===== config.mk =====
export PLATFORM = sky130hd
export DESIGN_NAME = multi_cycle_ctrl
export DESIGN_NICKNAME = d
export VERILOG_FILES = /design/src/rtl/multi_cycle_ctrl.sv
export SDC_FILE = /design/constraint.sdc
export NUM_CORES = 1
export LEC_CHECK = 0
export BUFFER_PORTS_ARGS = -buffer_cell sky130_fd_sc_hd__buf_2
export CAP_MARGIN = 10
export CORE_MARGIN = 1
export CORE_UTILIZATION = 50
export DETAILED_ROUTE_END_ITERATION = 12
export PLACE_DENSITY_LB_ADDON = 0.12
export REMOVE_ABC_BUFFERS = 1
export SYNTH_ARGS = -nofsm -noshare
export SYNTH_HDL_FRONTEND = slang
export SYNTH_SLANG_ARGS = --single-unit

===== constraint.sdc =====
create_clock -name clk -period 4.1 [get_ports clk]
set_clock_uncertainty 0.1 [all_clocks]
set_input_delay 1.025 -clock clk [delete_from_list [all_inputs] [get_ports clk]]
set_output_delay 1.025 -clock clk [all_outputs]
set_load 0.005 [all_outputs]

===== src/rtl/multi_cycle_ctrl.sv =====
// multi_cycle_ctrl: main control FSM of the multi-cycle CPU. It sequences the shared ALU, memory,
//   IR, PC and register file through the fetch, decode, execute, memory and writeback states.
// Latency: MEM_LAT cycles per memory state (FETCH, MEMRD, MEMWR), 1 cycle per other state.
//   lw 3+2L, sw 2+2L, R/addi 3+L, beq/j 2+L, unknown opcode 1+L.
// Backpressure: none. All outputs are decoded combinationally from the current state, with
//   funct used in EXEC/ALUWB and zero used in BRANCH. rst forces all write strobes low.
// Ports: clk, rst (sync, active-high), opcode/funct (from IR), zero (ALU flag) ->
//   pc_en, iord, mem_write, ir_write, reg_dst, mem_to_reg, reg_write, alu_src_a,
//   alu_src_b[1:0], pc_src[1:0], alu_ctrl[2:0], state[3:0] (debug).
module multi_cycle_ctrl #(
  parameter int MEM_LAT = 1
) (
  input  logic       clk,
  input  logic       rst,
  input  logic [5:0] opcode,
  input  logic [5:0] funct,
  input  logic       zero,
  output logic       pc_en,
  output logic       iord,
  output logic       mem_write,
  output logic       ir_write,
  output logic       reg_dst,
  output logic       mem_to_reg,
  output logic       reg_write,
  output logic       alu_src_a,
  output logic [1:0] alu_src_b,
  output logic [1:0] pc_src,
  output logic [2:0] alu_ctrl,
  output logic [3:0] state
);

  typedef enum logic [3:0] {
    S_FETCH   = 4'd0,
    S_DECODE  = 4'd1,
    S_MEMADR  = 4'd2,
    S_MEMRD   = 4'd3,
    S_MEMWB   = 4'd4,
    S_MEMWR   = 4'd5,
    S_EXEC    = 4'd6,
    S_ALUWB   = 4'd7,
    S_BRANCH  = 4'd8,
    S_ADDI_EX = 4'd9,
    S_ADDI_WB = 4'd10,
    S_JUMP    = 4'd11
  } state_t;

  localparam logic [5:0] OP_RTYPE = 6'b000000;
  localparam logic [5:0] OP_LW    = 6'b100011;
  localparam logic [5:0] OP_SW    = 6'b101011;
  localparam logic [5:0] OP_BEQ   = 6'b000100;
  localparam logic [5:0] OP_ADDI  = 6'b001000;
  localparam logic [5:0] OP_J     = 6'b000010;

  localparam logic [2:0] ALU_AND = 3'b000;
  localparam logic [2:0] ALU_OR  = 3'b001;
  localparam logic [2:0] ALU_ADD = 3'b100;
  localparam logic [2:0] ALU_SUB = 3'b110;
  localparam logic [2:0] ALU_SLT = 3'b011;
  localparam logic [2:0] ALU_BAD = 3'b111;

  localparam logic [3:0] LAST_WAIT = 4'(MEM_LAT - 1);

  state_t     cur_state;
  state_t     nxt_state;
  logic [3:0] wait_cnt;
  logic       held_state;
  logic       wait_done;

  // R-type function decode, shared by EXEC (alu_ctrl) and ALUWB (write enable)
  logic [2:0] r_alu;
  logic       r_ok;

  // Strobes before the reset gate
  logic pc_en_c, mem_write_c, ir_write_c, reg_write_c;

  assign held_state = (cur_state == S_FETCH) || (cur_state == S_MEMRD) || (cur_state == S_MEMWR);
  assign wait_done  = (wait_cnt == LAST_WAIT);

  always_ff @(posedge clk) begin
    if (rst) begin
      cur_state <= S_FETCH;
      wait_cnt  <= '0;
    end else begin
      cur_state <= nxt_state;
      // Counts only while parked in a memory state; any exit leaves it cleared
      if (held_state && !wait_done)
        wait_cnt <= wait_cnt + 4'd1;
      else
        wait_cnt <= '0;
    end
  end

  always_comb begin
    r_alu = ALU_BAD;
    r_ok  = 1'b1;
    case (funct)
      6'b100000: r_alu = ALU_ADD;
      6'b100010: r_alu = ALU_SUB;
      6'b100100: r_alu = ALU_AND;
      6'b100101: r_alu = ALU_OR;
      6'b101010: r_alu = ALU_SLT;
      default:   r_ok  = 1'b0;
    endcase
  end

  always_comb begin
    nxt_state   = S_FETCH;
    pc_en_c     = 1'b0;
    iord        = 1'b0;
    mem_write_c = 1'b0;
    ir_write_c  = 1'b0;
    reg_dst     = 1'b0;
    mem_to_reg  = 1'b0;
    reg_write_c = 1'b0;
    alu_src_a   = 1'b0;
    alu_src_b   = 2'b00;
    pc_src      = 2'b00;
    alu_ctrl    = ALU_ADD;

    case (cur_state)
      S_FETCH: begin
        alu_src_b = 2'b01;
        // IR and PC load once, on the final cycle of the memory access
        if (wait_done) begin
          ir_write_c = 1'b1;
          pc_en_c    = 1'b1;
          nxt_state  = S_DECODE;
        end else begin
          nxt_state  = S_FETCH;
        end
      end
      S_DECODE: begin
        // Speculative branch target: PC + (imm << 2)
        alu_src_b = 2'b11;
        case (opcode)
          OP_RTYPE:      nxt_state = S_EXEC;
          OP_LW, OP_SW:  nxt_state = S_MEMADR;
          OP_BEQ:        nxt_state = S_BRANCH;
          OP_ADDI:       nxt_state = S_ADDI_EX;
          OP_J:          nxt_state = S_JUMP;
          default:       nxt_state = S_FETCH;
        endcase
      end
      S_MEMADR: begin
        alu_src_a = 1'b1;
        alu_src_b = 2'b10;
        nxt_state = (opcode == OP_LW) ? S_MEMRD : S_MEMWR;
      end
      S_MEMRD: begin
        iord      = 1'b1;
        nxt_state = wait_done ? S_MEMWB : S_MEMRD;
      end
      S_MEMWB: begin
        mem_to_reg  = 1'b1;
        reg_write_c = 1'b1;
      end
      S_MEMWR: begin
        iord        = 1'b1;
        mem_write_c = 1'b1;
        nxt_state   = wait_done ? S_FETCH : S_MEMWR;
      end
      S_EXEC: begin
        alu_src_a = 1'b1;
        alu_ctrl  = r_alu;
        nxt_state = S_ALUWB;
      end
      S_ALUWB: begin
        reg_dst     = 1'b1;
        reg_write_c = r_ok;
      end
      S_BRANCH: begin
        alu_src_a = 1'b1;
        alu_ctrl  = ALU_SUB;
        pc_src    = 2'b01;
        pc_en_c   = zero;
      end
      S_ADDI_EX: begin
        alu_src_a = 1'b1;
        alu_src_b = 2'b10;
        nxt_state = S_ADDI_WB;
      end
      S_ADDI_WB: begin
        reg_write_c = 1'b1;
      end
      S_JUMP: begin
        pc_src  = 2'b10;
        pc_en_c = 1'b1;
      end
      default: begin
        // Unused encodings recover to FETCH with everything at default
        nxt_state = S_FETCH;
      end
    endcase
  end

  // A mid-instruction reset abandons the instruction without touching architectural state
  assign pc_en     = pc_en_c     & ~rst;
  assign mem_write = mem_write_c & ~rst;
  assign ir_write  = ir_write_c  & ~rst;
  assign reg_write = reg_write_c & ~rst;
  assign state     = cur_state;

endmodule


==> impl_results.rst, run 1 <==
.. list-table::
   :header-rows: 1

   * - Metric
     - Value
   * - Largest net degree at the start of global routing
     - 20
   * - Initial DRT Pass Iterations
     - 4
   * - Master of the slowest instance on the critical path
     - o32a_1
   * - Initial antenna violation count
     - 0
   * - Latest clock arrival within the worst-skew pair
     - 0.26 ns
   * - CTS buffer count
     - 3
   * - Post-route clock period utilization
     - around three quarters
   * - Overall power after layout
     - approximately 0.19 mW
   * - Main synth FF type
     - dfxtp_1
   * - Flip-flop and latch count after synthesis
     - 8
   * - Routability congestion estimate from global placement
     - a little under 0.9
   * - Number of enable flip-flop cells after synthesis
     - 0
   * - Async set-or-reset flop fraction in the synthesized netlist
     - 0%
   * - Peak clock frequency supported by timing
     - ~0.33 GHz
   * - Non-filler instance count after layout
     - about 160
   * - Count of vias placed by the detailed router
     - 939
   * - Relative area change from synthesis to final layout
     - 21.6%
   * - Clock H-tree levels
     - 1
   * - Ys Warns
     - 0
   * - Final-report hold violation count
     - 0
   * - Synth top area cells
     - dfxtp_1, nor2_1, nand2_1, nand2b_1, xor2_1
   * - First-pass GRT wire length
     - roughly 3400 µm
   * - Largest vdd supply drop
     - about 0.16 mV
   * - Number of violations reported at the end of detailed-routing iteration 0
     - 26
   * - Count of pins over their slew limit
     - 0
   * - Arrival time of the worst setup path
     - ~2.0 ns
   * - PD cells
     - 192 mW/mm²
   * - Critical Path, Cell by Cell
     - buf_2, nor2b_1, nand2_1, o32a_1, nor2_1, buf_2
   * - Worst-case setup slack after placement
     - between 1 and 1.5 ns
   * - Most frequent cell on the critical path
     - buf_2
   * - Number of standard-cell rows in the floorplan
     - 14
   * - Total die area
     - ~0.0018 mm²
   * - Final worst setup slack
     - just over 1 ns
   * - Average via count per standard cell
     - slightly below 6
   * - Number of instances resized during post-cts repair
     - 0
   * - Worst hold slack
     - about 0.42 ns
   * - Kind of start point of the critical path
     - input port
   * - Run status
     - finished, final reports clean
   * - Die Y-Extent
     - about 42 µm
   * - Final Instance Area
     - 981 µm²
   * - Pleak
     - about 0.45 nW
   * - Core area
     - between 0.0015 and 0.002 mm²
   * - Post-DR wirelength/cell
     - around 13 µm
   * - Worst relative slew slack
     - between 50% and 60%
   * - Antenna Diode Count
     - 0
   * - Placed wire-length estimate
     - between 1500 and 2000 µm
   * - Final core utilization
     - about two thirds
   * - Syn Area/Cell
     - 7.08 µm²
   * - Number of placed I/O pins
     - 34
   * - Final-report setup violation count
     - 0
   * - Buffers on Ports
     - 33
   * - Final-layout setup total negative slack
     - 0 ns
   * - Proportion of synthesized chip area in sequential cells
     - 19.8%
   * - Syn Inst Count
     - 114
   * - CP endpoint kind
     - output pin
   * - Count of cell types in the netlist
     - 41
   * - Summed instance area of the synthesized netlist
     - between 800 and 900 µm²
   * - Final min period
     - between 3 and 4 ns
   * - Required time reported for the critical path endpoint
     - about 3.0 ns
   * - Fraction of layout cells with a size suffix above 1
     - between 20 and 30%
   * - Pin slew with the least headroom to its limit
     - 0.625 ns
   * - DP Area
     - about 960 µm²
   * - Largest stage delay on the critical path
     - ~0.34 ns
   * - TritonCTS clock tree
     - done
   * - Leftover overflow at the end of global routing
     - 0
   * - Area share of the leading cell type in the synthesized netlist
     - 19.8%
   * - Clock transition at the registers of the reported paths
     - ~0.060 ns
   * - Number of remaining DRC errors
     - 0
   * - Initial Util
     - a little over half
   * - Number of antenna-violating nets in the routed design
     - 0
   * - Worst Path Max Fanout
     - 3
   * - Number of global-route vias before repair
     - between 700 and 800
   * - Cell type with the largest total area after synthesis
     - dfxtp_1
   * - Max-cap violations
     - 0
   * - Buffer count from post-CTS setup fixing
     - 0
   * - Post-placement cell count
     - 156
   * - Clk buf depth
     - 2
   * - Number of clock sinks
     - 8
   * - Quantity of hold-fixing buffers added after cts
     - 0
   * - Total routed wirelength
     - 2020 µm
   * - Unrepaired setup endpoints after global routing
     - no
   * - Path category of the worst min-delay check
     - reg2reg
   * - Overall Global Routing Usage
     - approximately a quarter
   * - Classification of the worst setup path
     - in2out
   * - Cell at the root of the clock tree
     - clkbuf_4
   * - Horizontal die dimension
     - between 40 and 50 µm
   * - Number of nets in the layout
     - 162
cells in the mapped netlist, types with 2 or more instances:
cell type and number:
nor2_1 15, nand2_1 10, dfxtp_1 8, clkbuf_1 6, nand2b_1 6, nand3_1 6, nor3_1 5, inv_1 4
nor2b_1 4, xor2_1 4, a21oi_1 3, o21ai_0 3, o21ai_1 3, a21o_1 2, and3_1 2, ha_1 2
nand3b_1 2, nor3b_1 2, nor4_1 2, o31a_1 2, o32a_1 2, xnor2_1 2
cell type report:
cell class,instances,area (µm²)
repair buffers,33,165
inverters,4,15.0
well taps,16,20.0
flip-flops and latches,8,160
clock buffers,3,22.5
multi-input cells,95,598
fillers,159,526
kinds of logic after synthesis:
logic type | count (synthesis) | synth area share, %
AOI/OAI and AO/OA | 24 | 20.9
xor gates and xnor gates | 6 | 6.51
adders and majority gates | 2 | 3.10
buffers and inverters | 11 | 6.05
DFF | 8 | 19.8
muxes | 1 | 1.40
and+or+nand+nor | 62 | 42.2
state kept, by name, indices dropped and copies added (netlist names):
register,cells
wait_cnt,4
state,4
final timing paths:
check / slack, ns / cells past startpoint / start / endpoint
max: 1.03 / 6 / funct[4] / reg_write
min: 0.42 / 1 / wait_cnt[0]$_SDFF_PP0_ / wait_cnt[0]$_SDFF_PP0_
max reg2reg: 2.25 / 4 / state[1]$_SDFF_PP0_ / state[1]$_SDFF_PP0_
min reg2reg: 0.42 / 1 / wait_cnt[0]$_SDFF_PP0_ / wait_cnt[0]$_SDFF_PP0_
per-layer routing:
metal	track usage, %	vias to the layer above	part of all wire, %
li1	-	466	-
met1	33.1	426	43
met2	37.5	45	47
met3	6.47	2	9.0
met4	7.50	0	0.65
met5	0	-	0
layout by cell type (no fill, tap or decap), types with 4 or more instances in the layout:
master     n
nand2b_1   6
nor2b_1    4
inv_1      4
nor2_1    15
buf_2     33
xor2_1     4
nor3_1     5
dfxtp_1    8
nand3_1    6
nand2_1   10
power by group:
part	switching (mW)	leakage [nW]	internal (mW)
sequential	0.00590	0.0648	0.0791
clock	0.0275	0.0138	0.0335
combinational	0.0223	0.373	0.0199
total	0.0556	0.451	0.133
critical path: cells and delay by family:
family	cells	cell delay, ns
AOI/OAI and AO/OA	1	0.34
buffers and inverters	2	0.20
and+or+nand+nor	3	0.38
Note: power is estimated with default switching activity, not from simulation.
==> run 2: changes to the inputs <==
--- a/config.mk
+++ b/config.mk
@@ -5,10 +5,11 @@
 export SDC_FILE = /design/constraint.sdc
 export NUM_CORES = 1
 export LEC_CHECK = 0
+export ABC_AREA = 1
 export BUFFER_PORTS_ARGS = -buffer_cell sky130_fd_sc_hd__buf_2
 export CAP_MARGIN = 10
 export CORE_MARGIN = 1
-export CORE_UTILIZATION = 50
+export CORE_UTILIZATION = 46
 export DETAILED_ROUTE_END_ITERATION = 12
 export PLACE_DENSITY_LB_ADDON = 0.12
 export REMOVE_ABC_BUFFERS = 1
==> constraint.sdc (replaced) <==
create_clock -name clk -period 3.2 [get_ports clk]
set_clock_uncertainty 0.1 [all_clocks]
set_input_delay 0.8 -clock clk [delete_from_list [all_inputs] [get_ports clk]]
set_output_delay 0.8 -clock clk [all_outputs]
set_load 0.005 [all_outputs]
==> impl_results.rst, run 2 <==
.. list-table::
   :header-rows: 1

   * - Metric
     - Value
   * - Overall Global Routing Usage
     - 21.9% (-2.5 points)
   * - Clock H-tree levels
     - 1 (unchanged)
   * - Required time reported for the critical path endpoint
     - 2.30 ns (-0.67 ns)
   * - Run status
     - finished, final reports clean
   * - TritonCTS clock tree
     - done
   * - Final-report hold violation count
     - 0 (unchanged)
   * - Async set-or-reset flop fraction in the synthesized netlist
     - 0% (unchanged)
   * - Clock network fraction of total power
     - 33.9% (+1.5 points)
   * - Worst reg2reg path startpoint
     - state[1]$_SDFF_PP0_
   * - PD cells
     - 243 mW/mm² (+26%)
   * - Cell at the root of the clock tree
     - clkbuf_4
   * - Number of antenna-violating nets in the routed design
     - 0 (unchanged)
   * - Kind of start point of the critical path
     - input port
   * - Number of violations reported at the end of detailed-routing iteration 0
     - 23 (-12%)
   * - Most common cell in the synthesized netlist
     - nor2_1
   * - Placed wire-length estimate
     - 1450 µm (-5.1%)
   * - Synth top area cells
     - dfxtp_1, nor2_1, nand2_1, inv_1, nand3_1
   * - Quantity of hold-fixing buffers added after cts
     - 0 (unchanged)
   * - Total routed wirelength
     - 1800 µm (-11%)
   * - Post-DR wirelength/cell
     - 9.13 µm (-28%)
   * - Worst Path Max Fanout
     - 5 (+2)
   * - CTS buffer count
     - 3 (unchanged)
   * - Top library cells by usage in the layout, fill and taps aside
     - nor2_1, nand2_1, buf_2
   * - Number of instances resized during post-cts repair
     - 0 (unchanged)
   * - CP endpoint kind
     - output pin
   * - Syn Inst Count
     - 146 (+28%)
   * - Final-layout setup total negative slack
     - 0 ns (unchanged)
   * - Number of global-route vias before repair
     - 812 (+6.0%)
   * - Max-cap violations
     - 0 (unchanged)
   * - Classification of the worst setup path
     - in2out
   * - Main combinational cell family by area after synthesis
     - simple AND/OR/NAND/NOR gates
   * - Initial DRT Pass Iterations
     - 4 (unchanged)
   * - Flip-flop and latch count after synthesis
     - 8 (unchanged)
   * - Internal portion of total power
     - 0.165 mW (+25%)
   * - Syn Area/Cell
     - 5.26 µm² (-26%)
   * - Main synth FF type
     - dfxtp_1
   * - Post-route clock period utilization
     - between 80% and 90%
   * - Number of nets in the layout
     - 200 (+23%)
   * - Number of clock sinks
     - 8 (unchanged)
   * - Number of standard-cell rows in the floorplan
     - 14 (unchanged)
   * - Relative area change from synthesis to final layout
     - 26.1%
   * - Die Y-Extent
     - 42.9 µm (+1.6%)
   * - Path category of the worst min-delay check
     - reg2reg
   * - Launching instance or port of the critical path
     - funct[4]
   * - Proportion of synthesized chip area in sequential cells
     - 20.8% (+1.0 points)
   * - Initial Util
     - 49.8% (-3.7 points)
   * - Area fraction in compound gates after synthesis
     - 6.51% (-14 points)
   * - Fillers
     - 166 (+4.4%)
   * - Number of enable flip-flop cells after synthesis
     - 0 (unchanged)
   * - Post-synthesis share of cell area spent on and, or, nand and nor gates
     - 50.5% (+8.3 points)
   * - Total net switching power
     - 0.0698 mW (+25%)
   * - Reg power frac
     - 44.5% (-0.7 points)
   * - Fraction of layout cells with a size suffix above 1
     - 21.5% (-7.1 points)
   * - Logic pwr share
     - 21.6% (-0.8 points)
   * - Clock transition at the registers of the reported paths
     - 0.06 ns (about the same)
   * - Number of remaining DRC errors
     - 0 (unchanged)
   * - Leftover overflow at the end of global routing
     - 0 (unchanged)
   * - Peak clock frequency supported by timing
     - around 0.38 GHz
   * - Horizontal die dimension
     - 42.9 µm (+1.6%)
   * - Most common library cell in the layout ignoring fill and taps
     - nor2_1
   * - Routability congestion estimate from global placement
     - 0.841 (-5.1%)
   * - Final-report setup violation count
     - 0 (unchanged)
   * - Summed instance area of the synthesized netlist
     - 768 µm² (-4.8%)
   * - Pleak
     - 0.620 nW (+37%)
   * - Clk buf depth
     - 2 (unchanged)
   * - Ys Warns
     - 0 (unchanged)
   * - Count of cell types in the netlist
     - 19 (-54%)
   * - Largest net degree at the start of global routing
     - 10 (-50%)
   * - Number of placed I/O pins
     - 34 (unchanged)
   * - Largest vdd supply drop
     - 0.181 mV (+13%)
   * - Final min period
     - between 2 and 3 ns
   * - Most frequent cells after synthesis
     - nor2_1, nand2_1, inv_1
   * - Average via count per standard cell
     - 4.83 (-18%)
   * - Buffers on Ports
     - 33 (unchanged)
   * - Overall power after layout
     - 0.235 mW (+25%)
   * - XOR/XNOR Fraction of Synth Area
     - 2.28% (-4.2 points)
   * - Cell type with the largest total area after synthesis
     - dfxtp_1
   * - Latest clock arrival within the worst-skew pair
     - 0.26 ns (about the same)
   * - Initial antenna violation count
     - 0 (unchanged)
   * - Unrepaired setup endpoints after global routing
     - no
   * - Arrival time of the worst setup path
     - 1.73 ns (-0.22 ns)
   * - Count of vias placed by the detailed router
     - 952 (+1.4%)
   * - Area share of the leading cell type in the synthesized netlist
     - 20.8% (+1.0 points)
   * - Total die area
     - 0.00184 mm² (+3.3%)
   * - Buffer count from post-CTS setup fixing
     - 0 (unchanged)
   * - Antenna Diode Count
     - 0 (unchanged)
   * - Core area
     - 0.00154 mm² (+2.3%)
   * - First-pass GRT wire length
     - 3120 µm (-7.8%)
   * - Switching Share
     - 29.7% (+0.15 points)
   * - Count of pins over their slew limit
     - 0 (unchanged)
   * - Synthesized-area fraction occupied by adder cells
     - 3.26% (+0.16 points)
   * - Start point of the worst min-delay path
     - wait_cnt[0]$_SDFF_PP0_
   * - Portion of netlist area occupied by mux cells
     - 0% (-1.4 points)
   * - Pin slew with the least headroom to its limit
     - 0.362 ns (-0.263 ns)
   * - Worst relative slew slack
     - 75.8% (+18 points)
-- run 2: area by class of cell --
type | instances | area, µm² | area share, %
inverters | 32 | 120 | 12.4
well taps | 16 | 20.0 | 2.07
repair buffers | 33 | 165 | 17.1
multi-input cells | 105 | 480 | 49.6
flip-flops and latches | 8 | 160 | 16.5
clock buffers | 3 | 22.5 | 2.33
-- run 2: layer usage --
layer	global-route usage [%]	share of wire (%)	vias to the layer above
met2	35.2	44	30
li1	-	-	514
met3	1.28	6.1	2
met4	9.38	1.1	0
met5	0	0	-
met1	30.0	49	406
-- run 2: worst paths after layout --
kind / end / slack [ns] / cells after the start
worst max register to register: state[1]$_SDFF_PP0_ / 1.80 / 8
worst min-delay path: wait_cnt[0]$_SDFF_PP0_ / 0.37 / 1
worst max-delay path: reg_write / 0.57 / 7
worst min register to register: wait_cnt[0]$_SDFF_PP0_ / 0.37 / 1
-- run 2: per-stage QoR --
step	utilization [%]	hold slack [ns]	instance area, µm²	worst slack, ns	cells
final	62.8	0.370	968	0.569	197
after global routing	62.8	0.407	968	0.428	197
after global placement	61.4	0.346	946	0.626	194
after floorplan	-	0.330	761	0.842	145
after CTS	62.8	0.380	968	0.568	197
after detailed placement	61.4	0.367	946	0.573	194
-- run 2: cells by family after synthesis --
family,after synthesis
adders and majority gates,2
DFF,8
buffers and inverters,33
AOI/OAI and AO/OA,9
xor gates and xnor gates,2
and+or+nand+nor,92
-- run 2: power groups by stage --
stage | registers [mW] | clock network [mW] | logic (mW)
finish | 0.105 | 0.0795 | 0.0508
global route | 0.105 | 0.0848 | 0.0588
CTS | 0.104 | 0.0841 | 0.0508
detailed placement | 0.107 | 0 | 0.0505
global placement | 0.107 | 0 | 0.0491
floorplan | 0.106 | 0 | 0.0286
-- run 2: critical path, cell delays in order --
cell and delay (ns):
buf_2 0.09, nor2_1 0.23, nand3_1 0.17, nand3_1 0.15, nand2_1 0.06, a21oi_1 0.11, buf_2 0.12
==> run 3: changes to the inputs <==
--- a/config.mk
+++ b/config.mk
@@ -9,7 +9,7 @@
 export BUFFER_PORTS_ARGS = -buffer_cell sky130_fd_sc_hd__buf_2
 export CAP_MARGIN = 10
 export CORE_MARGIN = 1
-export CORE_UTILIZATION = 46
+export CORE_UTILIZATION = 41
 export DETAILED_ROUTE_END_ITERATION = 12
 export PLACE_DENSITY_LB_ADDON = 0.12
 export REMOVE_ABC_BUFFERS = 1
==> constraint.sdc (replaced) <==
create_clock -name clk -period 2.3 [get_ports clk]
set_clock_uncertainty 0.1 [all_clocks]
set_input_delay 0.575 -clock clk [delete_from_list [all_inputs] [get_ports clk]]
set_output_delay 0.575 -clock clk [all_outputs]
set_load 0.005 [all_outputs]
==> impl_results.rst, run 3 (synthesis results as in run 2) <==
.. list-table::
   :header-rows: 1

   * - Metric
     - Value
   * - Overall power after layout
     - 0.324 mW (+38%)
   * - Antenna Diode Count
     - 0 (unchanged)
   * - Count of pins over their slew limit
     - 0 (unchanged)
   * - TritonCTS clock tree
     - done
   * - Reg power frac
     - 44.7% (+0.2 points)
   * - Clock H-tree levels
     - 1 (unchanged)
   * - Routability congestion estimate from global placement
     - 0.840 (-0.14%)
   * - Classification of the worst setup path
     - in2out
   * - Final core utilization
     - 56.2% (-6.6 points)
   * - Top library cells by usage in the layout, fill and taps aside
     - nor2_1, nand2_1, buf_2
   * - Number of violations reported at the end of detailed-routing iteration 0
     - 20 (-13%)
   * - Latest clock arrival within the worst-skew pair
     - 0.25 ns (about the same)
   * - Fraction of layout cells with a size suffix above 1
     - 22.1% (+0.55 points)
   * - Leftover overflow at the end of global routing
     - 0 (unchanged)
   * - Total routed wirelength
     - 1830 µm (+1.8%)
   * - Worst relative slew slack
     - 78.6% (+2.8 points)
   * - Number of antenna-violating nets in the routed design
     - 0 (unchanged)
   * - Required time reported for the critical path endpoint
     - 1.62 ns (-0.68 ns)
   * - Final Instance Area
     - 981 µm² (+1.3%)
   * - Post-route clock period utilization
     - a little over nine tenths
   * - Placed wire-length estimate
     - 1520 µm (+5.0%)
   * - Worst R2R Path Depth
     - 8 (unchanged)
   * - Master of the slowest instance on the critical path
     - nor2_1
   * - Initial DRT Pass Iterations
     - 6 (+2)
   * - DP Area
     - 957 µm² (+1.2%)
   * - Hold Path Cell Cnt
     - 1 (unchanged)
   * - Core area
     - 0.00175 mm² (+13%)
   * - Clk buf depth
     - 2 (unchanged)
   * - Max-cap violations
     - 0 (unchanged)
   * - Buffer count from post-CTS setup fixing
     - 0 (unchanged)
   * - Count of vias placed by the detailed router
     - 946 (-0.63%)
   * - Final min period
     - about 2.2 ns
   * - Clock network fraction of total power
     - 33.7% (-0.2 points)
   * - Pleak
     - 0.620 nW (about the same)
   * - Horizontal die dimension
     - 45.3 µm (+5.6%)
   * - CP endpoint kind
     - output pin
   * - Number of placed I/O pins
     - 34 (unchanged)
   * - Number of remaining DRC errors
     - 0 (unchanged)
   * - Final-layout setup total negative slack
     - 0 ns (unchanged)
   * - Relative area change from synthesis to final layout
     - 27.7%
   * - Largest stage delay on the critical path
     - 0.22 ns (about the same)
   * - PD cells
     - 331 mW/mm² (+36%)
   * - Largest net degree at the start of global routing
     - 10 (unchanged)
   * - Worst Path Max Fanout
     - 5 (unchanged)
   * - Post-DR wirelength/cell
     - 8.89 µm (-2.7%)
   * - Total net switching power
     - 0.0945 mW (+35%)
   * - Number of clock sinks
     - 8 (unchanged)
   * - Initial antenna violation count
     - 0 (unchanged)
   * - Initial Util
     - 44.0% (-5.8 points)
   * - Critical Path, Cell by Cell
     - buf_2, nor2_1, nand3_1, nand3_1, nand2_1, a21oi_1, buf_2
   * - First-pass GRT wire length
     - 3170 µm (+1.8%)
   * - Overall Global Routing Usage
     - 20.8% (-1.1 points)
   * - Kind of start point of the critical path
     - input port
   * - Unrepaired setup endpoints after global routing
     - no
   * - Logic pwr share
     - 21.6% (about the same)
   * - Pin slew with the least headroom to its limit
     - 0.320 ns (-0.0422 ns)
   * - Run status
     - finished, final reports clean
   * - Arrival time of the worst setup path
     - 1.51 ns (-0.22 ns)
   * - Number of standard-cell rows in the floorplan
     - 15 (+1)
   * - Number of nets in the layout
     - 200 (unchanged)
   * - Most common library cell in the layout ignoring fill and taps
     - nor2_1
   * - Largest vdd supply drop
     - 0.310 mV (+71%)
   * - Switching Share
     - 29.2% (-0.55 points)
   * - Die Y-Extent
     - 45.3 µm (+5.6%)
   * - Average via count per standard cell
     - 4.59 (-5.0%)
   * - Worst hold slack
     - 0.364 ns (-0.00604 ns)
   * - CTS buffer count
     - 3 (unchanged)
   * - Buffers on Ports
     - 33 (unchanged)
   * - Peak clock frequency supported by timing
     - 0.458 GHz
   * - Clock transition at the registers of the reported paths
     - 0.05 ns (about the same)
   * - Final-report hold violation count
     - 0 (unchanged)
   * - Path category of the worst min-delay check
     - reg2reg
   * - Cell at the root of the clock tree
     - clkbuf_4
   * - Total die area
     - 0.00205 mm² (+12%)
   * - Internal portion of total power
     - 0.230 mW (+39%)
   * - Number of global-route vias before repair
     - 802 (-1.2%)
   * - Final-report setup violation count
     - 0 (unchanged)
[run 3: cell count changes in the layout (fill, tap and decap cells not counted)]
cell / previous run / this run
dfxtp_1: 8 / 7
dfxtp_2: 0 / 1
[run 3: worst paths after layout]
path | start | slack [ns] | endpoint
hold reg to reg | wait_cnt[0]$_SDFF_PP0_ | 0.36 | wait_cnt[0]$_SDFF_PP0_
setup / recovery | funct[4] | 0.12 | reg_write
setup reg to reg | wait_cnt[0]$_SDFF_PP0_ | 0.98 | state[0]$_SDFF_PP0_
hold / removal | wait_cnt[0]$_SDFF_PP0_ | 0.36 | wait_cnt[0]$_SDFF_PP0_
[run 3: stage by stage]
step	std cells	worst slack [ns]
after floorplan	145	0.392
after global placement	203	0.161
after detailed placement	203	0.113
after CTS	206	0.0898
after global routing	206	0.0216
final	206	0.115
[run 3: what timing repair did]
action,CTS,global route
setup endpoints to repair,0,1
hold endpoints to repair,0,0
resized for setup,0,1
hold buffers,0,0
[run 3: power groups by stage]
stage	Sequential [mW]	Clock, mW	Combinational [mW]
2_1_floorplan	0.147	0	0.0398
3_3_place_gp	0.148	0	0.0685
3_5_place_dp	0.148	0	0.0699
4_1_cts	0.145	0.114	0.0702
5_1_grt	0.146	0.118	0.0820
6_report	0.145	0.109	0.0701
[run 3: metal layers]
metal | vias up | wire length [µm] | track usage (%)
met5 | - | 0 | 0
met2 | 29 | 840 | 34.5
met3 | 0 | 75 | 2.40
li1 | 515 | - | -
met1 | 402 | 915 | 27.4
met4 | 0 | 0 | 7.88
[run 3: final cells by class]
cell class / instances / area, µm²
Clock buffer: 3 / 22.5
Fill cell: 191 / 764
Inverter: 32 / 120
Multi-Input combinational cell: 105 / 480
Sequential cell: 8 / 161
Tap cell: 25 / 31.3
Timing Repair Buffer: 33 / 165
[run 3: worst max-delay path: cells and delay by family]
kind / cells / cell delay (ns)
simple gates: 4 / 0.60
compound gates: 1 / 0.12
buf+inv: 2 / 0.22
